--- src/rtl/align_shift_pipe.sv ---
// Pipelined right-shift aligner for the shared FP32 / dual-lane adder datapath.
// Lanes are repacked from the raw fraction, shifted independently, and returned with sticky bits.
package align_shift_pipe_pkg;
  typedef enum logic [1:0] {FP32 = 2'd0, FP16 = 2'd1, BF16 = 2'd2} fp_fmt_e;
endpackage

module align_shift_pipe
  import align_shift_pipe_pkg::*;
#(
  parameter int unsigned FRAC_W     = 24,
  parameter int unsigned LANE_W     = 8,
  parameter int unsigned STAGE_REGS = 0,
  parameter int unsigned TAG_W      = 4
) (
  input  logic              clk,
  input  logic              rst,
  input  logic              in_valid,
  output logic              in_ready,
  input  fp_fmt_e           fmt,
  input  logic [FRAC_W-1:0] X,
  input  logic [7:0]        S,
  input  logic [TAG_W-1:0]  tag,
  output logic              out_valid,
  input  logic              out_ready,
  output logic [FRAC_W+1:0] R,
  output logic              Sticky_h,
  output logic              Sticky_l,
  output logic [TAG_W-1:0]  tag_o
);
  localparam int unsigned W  = FRAC_W + 2;
  localparam int unsigned LW = LANE_W + 2;

  typedef struct packed {
    logic [TAG_W-1:0] tag;
    logic [W-1:0]     d;
    logic             st_h;
    logic             st_l;
  } beat_t;

  // In dual mode the word holds hi lane at the top, lo lane at the bottom, zero gap between.
  // Shift amounts past the lane width drain every bit into sticky, which gives saturation.
  function automatic beat_t shift_step(input beat_t b, input logic dual, input int unsigned k,
                                       input logic sel_w, input logic sel_h, input logic sel_l);
    beat_t          o;
    logic [LW-1:0]  h;
    logic [LW-1:0]  l;
    o = b;
    h = b.d[W-1 -: LW];
    l = b.d[LW-1:0];
    if (!dual) begin
      if (sel_w) begin
        for (int unsigned i = 0; i < W; i++) if (i < k) o.st_l = o.st_l | b.d[i];
        o.d = b.d >> k;
      end
    end else begin
      if (sel_h) begin
        for (int unsigned i = 0; i < LW; i++) if (i < k) o.st_h = o.st_h | h[i];
        h = h >> k;
      end
      if (sel_l) begin
        for (int unsigned i = 0; i < LW; i++) if (i < k) o.st_l = o.st_l | l[i];
        l = l >> k;
      end
      o.d = '0;
      o.d[W-1 -: LW] = h;
      o.d[LW-1:0]    = l;
    end
    return o;
  endfunction

  logic       en;
  beat_t      in_beat, s16_beat, a_comb, a_beat, b_comb, b_beat, c_tmp, c_comb;
  logic       dual_c, a_dual, b_dual;
  logic [5:0] s_c, a_s;
  logic [3:0] b_s;
  logic       a_valid, b_valid;

  assign en       = ~out_valid | out_ready;
  assign in_ready = en;
  assign dual_c   = (fmt != FP32);
  // Remaining shift bits after the 16/8 stages: {hi[2:0], lo/fp32[2:0]}
  assign s_c      = {S[6:4], S[2:0]};

  always_comb begin
    in_beat     = '0;
    in_beat.tag = tag;
    if (!dual_c) begin
      in_beat.d = {X, 2'b00};
    end else begin
      in_beat.d[W-1 -: LW] = {X[FRAC_W-1 -: LANE_W], 2'b00};
      in_beat.d[LW-1:0]    = {X[LANE_W-1:0], 2'b00};
    end
    s16_beat = shift_step(in_beat, dual_c, 16, S[4], 1'b0, 1'b0);
    a_comb   = shift_step(s16_beat, dual_c, 8, S[3], S[7], S[3]);
  end

  if (STAGE_REGS >= 1) begin : g_cut_a
    beat_t      a_q;
    logic       a_dual_q, a_valid_q;
    logic [5:0] a_s_q;
    always_ff @(posedge clk) begin
      if (rst) begin
        a_valid_q <= 1'b0;
        a_q       <= '0;
        a_dual_q  <= 1'b0;
        a_s_q     <= '0;
      end else if (en) begin
        a_valid_q <= in_valid;
        a_q       <= a_comb;
        a_dual_q  <= dual_c;
        a_s_q     <= s_c;
      end
    end
    assign a_valid = a_valid_q;
    assign a_beat  = a_q;
    assign a_dual  = a_dual_q;
    assign a_s     = a_s_q;
  end else begin : g_no_cut_a
    assign a_valid = in_valid;
    assign a_beat  = a_comb;
    assign a_dual  = dual_c;
    assign a_s     = s_c;
  end

  always_comb begin
    b_comb = shift_step(a_beat, a_dual, 4, a_s[2], a_s[5], a_s[2]);
  end

  if (STAGE_REGS >= 2) begin : g_cut_b
    beat_t      b_q;
    logic       b_dual_q, b_valid_q;
    logic [3:0] b_s_q;
    always_ff @(posedge clk) begin
      if (rst) begin
        b_valid_q <= 1'b0;
        b_q       <= '0;
        b_dual_q  <= 1'b0;
        b_s_q     <= '0;
      end else if (en) begin
        b_valid_q <= a_valid;
        b_q       <= b_comb;
        b_dual_q  <= a_dual;
        b_s_q     <= {a_s[4:3], a_s[1:0]};
      end
    end
    assign b_valid = b_valid_q;
    assign b_beat  = b_q;
    assign b_dual  = b_dual_q;
    assign b_s     = b_s_q;
  end else begin : g_no_cut_b
    assign b_valid = a_valid;
    assign b_beat  = b_comb;
    assign b_dual  = a_dual;
    assign b_s     = {a_s[4:3], a_s[1:0]};
  end

  always_comb begin
    c_tmp  = shift_step(b_beat, b_dual, 2, b_s[1], b_s[3], b_s[1]);
    c_comb = shift_step(c_tmp, b_dual, 1, b_s[0], b_s[2], b_s[0]);
  end

  always_ff @(posedge clk) begin
    if (rst) begin
      out_valid <= 1'b0;
      R         <= '0;
      Sticky_h  <= 1'b0;
      Sticky_l  <= 1'b0;
      tag_o     <= '0;
    end else if (en) begin
      out_valid <= b_valid;
      R         <= c_comb.d;
      Sticky_h  <= c_comb.st_h;
      Sticky_l  <= c_comb.st_l;
      tag_o     <= c_comb.tag;
    end
  end

endmodule

--- config.mk ---
export PLATFORM = sky130hd
export DESIGN_NAME = align_shift_pipe
export DESIGN_NICKNAME = d
export VERILOG_FILES = /design/src/rtl/align_shift_pipe.sv
export SDC_FILE = /design/constraint.sdc
export NUM_CORES = 1
export LEC_CHECK = 0
export BUFFER_PORTS_ARGS = -buffer_cell sky130_fd_sc_hd__buf_2
export CAP_MARGIN = 10
export CORE_AREA = 2 2 75 77
export CTS_BUF_LIST = sky130_fd_sc_hd__clkbuf_8
export DETAILED_ROUTE_END_ITERATION = 7
export DIE_AREA = 0 0 77 79
export PLACE_DENSITY = 0.93
export SLEW_MARGIN = 20
export SYNTH_ARGS = -nofsm -noshare
export SYNTH_HDL_FRONTEND = slang
export SYNTH_SLANG_ARGS = --single-unit
export TNS_END_PERCENT = 1
--- constraint.sdc ---
create_clock -name clk -period 5.95 [get_ports clk]
set_input_delay 1.785 -clock clk [delete_from_list [all_inputs] [get_ports clk]]
set_output_delay 1.785 -clock clk [all_outputs]
set_load 0.02 [all_outputs]
==> impl_metrics.csv <==
group,metric,value,unit
die,row_count,27,
critical_path,cp-endpoint,"in_ready",
timing,hold_viol,0,
timing,slew_viol_final,0,
pwr,ir_drop,186,uV
timing,max_freq,234,MHz
synthesis,synth_cell_type_count,79,
critical_path,timing.rr.end,"R[10]",
place,portBuffers,75,
global_routing,grt_pass1_vias,3287,
synthesis,synth_area_leaders,"dfxtp_1 22%, nand2_1 6.1%, nor2_1 5.2%",
synthesis,synth_seq_cells,33,
cts,insertion_delay,0.29,ns
synthesis,synth_edf_count,0,
die,die_area,6080,um^2
synthesis,syn-num-nets,445,
synthesis,syn_area,3040,um^2
finish,layout.nets,496,
global_routing,overflow,0,
finish,final_cell_mix,"75 x buf_2, 49 x nand2_1, 42 x nor2_1, 33 x dfxtp_1, 24 x o21ai_0",
synthesis,yosys.area_share.adder,0,%
finish,design_area,3470,um^2
drt,via_count,3525,
outcome,status,"complete, no violations",
critical_path,reg2reg_from,"out_valid",
cts,clock-root-buffer,"clkbuf_8",
cts,post_cts_buffers,0,
synthesis,syn_inst,403,
global_routing,grt_max_degree,42,
drt,drt_wl_total,9870,um
cts,post_cts_resized,0,
synthesis,yosysTopAreaCellShare,21.8,%
job,cap_violations,0,
finish,diodes,0,
synthesis,synth_top_area_cell,"dfxtp_1",
timing,relSlewSlack,37.9,%
cts,path_clk_slew,0.07,ns
drt,viasPerCell,6.69,
critical_path,reg2reg_slack,3.83,ns
place,dpl_cell_area,3350,um^2
timing,post-route-min-period,4.27,ns
timing,setup_viol,0,
cts,postCtsHoldBufs,0,
synthesis,yosysWarnings,0,
pwr,power_density,199,nW/um^2
global_routing,antenna_found_initial,0,
cts,h-tree-depth,2,
pwr,leakage,1.44,nW
drt,route.detailed.drc,0,
drt,drt_iter0_markers,335,
die,die_w,77,um
synthesis,synth_xor_area_share,0,%
critical_path,worstPathArrival,2.49,ns
synthesis,syn_area_per_cell,7.54,um^2
timing,final.setup.tns,0,ns
timing,rsz0062_at_grt,"no",
timing,finalCritPeriodShare,71.8,%
synthesis,synth_top_family_by_area,"compound AO/OA/AOI/OAI gates",
timing,fin_skew,0.00539,ns
critical_path,crit_fanout,17,
synthesis,async_flop_share,0,%
synthesis,seq_area_frac_synth,21.8,%
timing,max_slew.worst_pin.slew,0.929,ns
die,core,5340,um^2
synthesis,synth_compound_area_share,34.0,%
die,start_util,56.9,%
die,chipHeight,79,um
synthesis,ys.flop_type,"dfxtp_1",
cts,cts_buffers,5,
global_routing,grt_pass1_wl,15800,um
synthesis,yosys.area_share.simple,29.0,%
critical_path,crit_path_start,"out_ready",
critical_path,timing_worst_setup_path_type,"in2out",
finish,fillerInstances,488,
drt,routedWlPerCell,18.7,um
global_routing,grt.total_usage,32.1,%
finish,final_common_cell,"buf_2",
place,dp_hpwl,7140,um
cts,cts_tree,"built",
drt,ant_nets,0,
synthesis,synthMuxAreaShare,9.11,%
die,io_pins,76,
min_path,hold_class,"reg2reg",
finish,drive_gt1_share,25.7,%
critical_path,start_kind,"primary input",
place,gp_congestion,0.982,
drt,drt_first_pass_iters,5,
cts,cts.sink_count,33,
finish,syn_to_final_growth,14.1,%
critical_path,r2r_cells,7,
critical_path,endpoint_kind,"primary output",
cts,ctsLongestPathBuffers,2,
critical_path,required,4.16,ns
==> per-layer routing <==
metal  GRT usage [%]  routed length (um)
met1            38.7                3900
met2            55.9                4870
met3            6.59                 774
met4            13.2                 322
met5               0                   0
==> how the worst min path moves through the flow <==
stage,startpoint,end,slack (ns),cells past startpoint
floorplan,R[17],R[17],0.52,2
global placement,R[0],R[0],0.43,1
detailed placement,R[0],R[0],0.44,1
CTS,tag_o[1],tag_o[1],0.45,2
global route,tag_o[1],tag_o[1],0.46,2
finish,R[0],R[0],0.45,1
==> power breakdown <==
part / internal, mW / switching (mW)
combinational: 0.0838 / 0.146
sequential: 0.236 / 0.00773
clock: 0.125 / 0.0911
total: 0.445 / 0.244
==> Yosys cell counts, drive strengths merged, types with 3 or more instances <==
cell	n
nand2	49
nor2	43
dfxtp	33
o21ai	31
a21oi	20
clkbuf	18
nand3	16
buf	15
mux2i	14
nor3	9
o22ai	9
mux2	7
nor2b	7
a211oi	6
a22oi	6
nand2b	6
nand3b	6
o211ai	6
a211o	5
a311oi	5
and3	5
inv	5
nand4	5
a2111oi	4
a21o	4
a22o	4
and2	4
nor3b	4
o221ai	4
a21boi	3
a221o	3
a2bb2oi	3
nor4	3
o21a	3
o21bai	3
o2bb2ai	3
o32ai	3
or4	3
==> area by class of cell <==
| class | instances | area [um^2] | area share [%] |
|---|---|---|---|
| flip-flops and latches | 33 | 661 | 19.1 |
| clock buffers | 5 | 68.8 | 1.99 |
| clock inverters | 3 | 46.3 | 1.34 |
| multi-input cells | 331 | 2190 | 63.1 |
| inverters | 6 | 22.5 | 0.650 |
| repair buffers | 77 | 390 | 11.3 |
| well taps | 72 | 90.1 | 2.60 |
==> registers in the layout, indices dropped and copies added, names as in the netlist <==
signal / count
out_valid: 1
R: 26
tag_o: 4
Sticky_l: 1
Sticky_h: 1
==> logic make-up (layout without fill, tap and decap cells) <==
family	after synthesis	in the layout
multiplexers	23	23
flip-flops	33	33
AO/OA/AOI/OAI	138	138
buffers and inverters	39	91
AND/OR/NAND/NOR	170	170
==> critical path, stage by stage <==
cell and delay (ns):
buf_2 0.10, nor2b_1 0.12, buf_4 0.25, inv_1 0.08
buf_2 0.16
==> stage by stage <==
step / instances / worst slack (ns) / utilization (%) / hold WS, ns / power [mW]
2_1_floorplan: 403 / 1.40 / - / 0.523 / 0.405
3_3_place_gp: 519 / 1.74 / 62.8 / 0.430 / 0.464
6_report: 527 / 1.68 / 64.9 / 0.447 / 0.689
3_5_place_dp: 519 / 1.69 / 62.8 / 0.437 / 0.471
4_1_cts: 527 / 1.70 / 64.9 / 0.451 / 0.684
5_1_grt: 527 / 1.63 / 64.9 / 0.463 / 0.718
(Power assumes the default switching activity.)
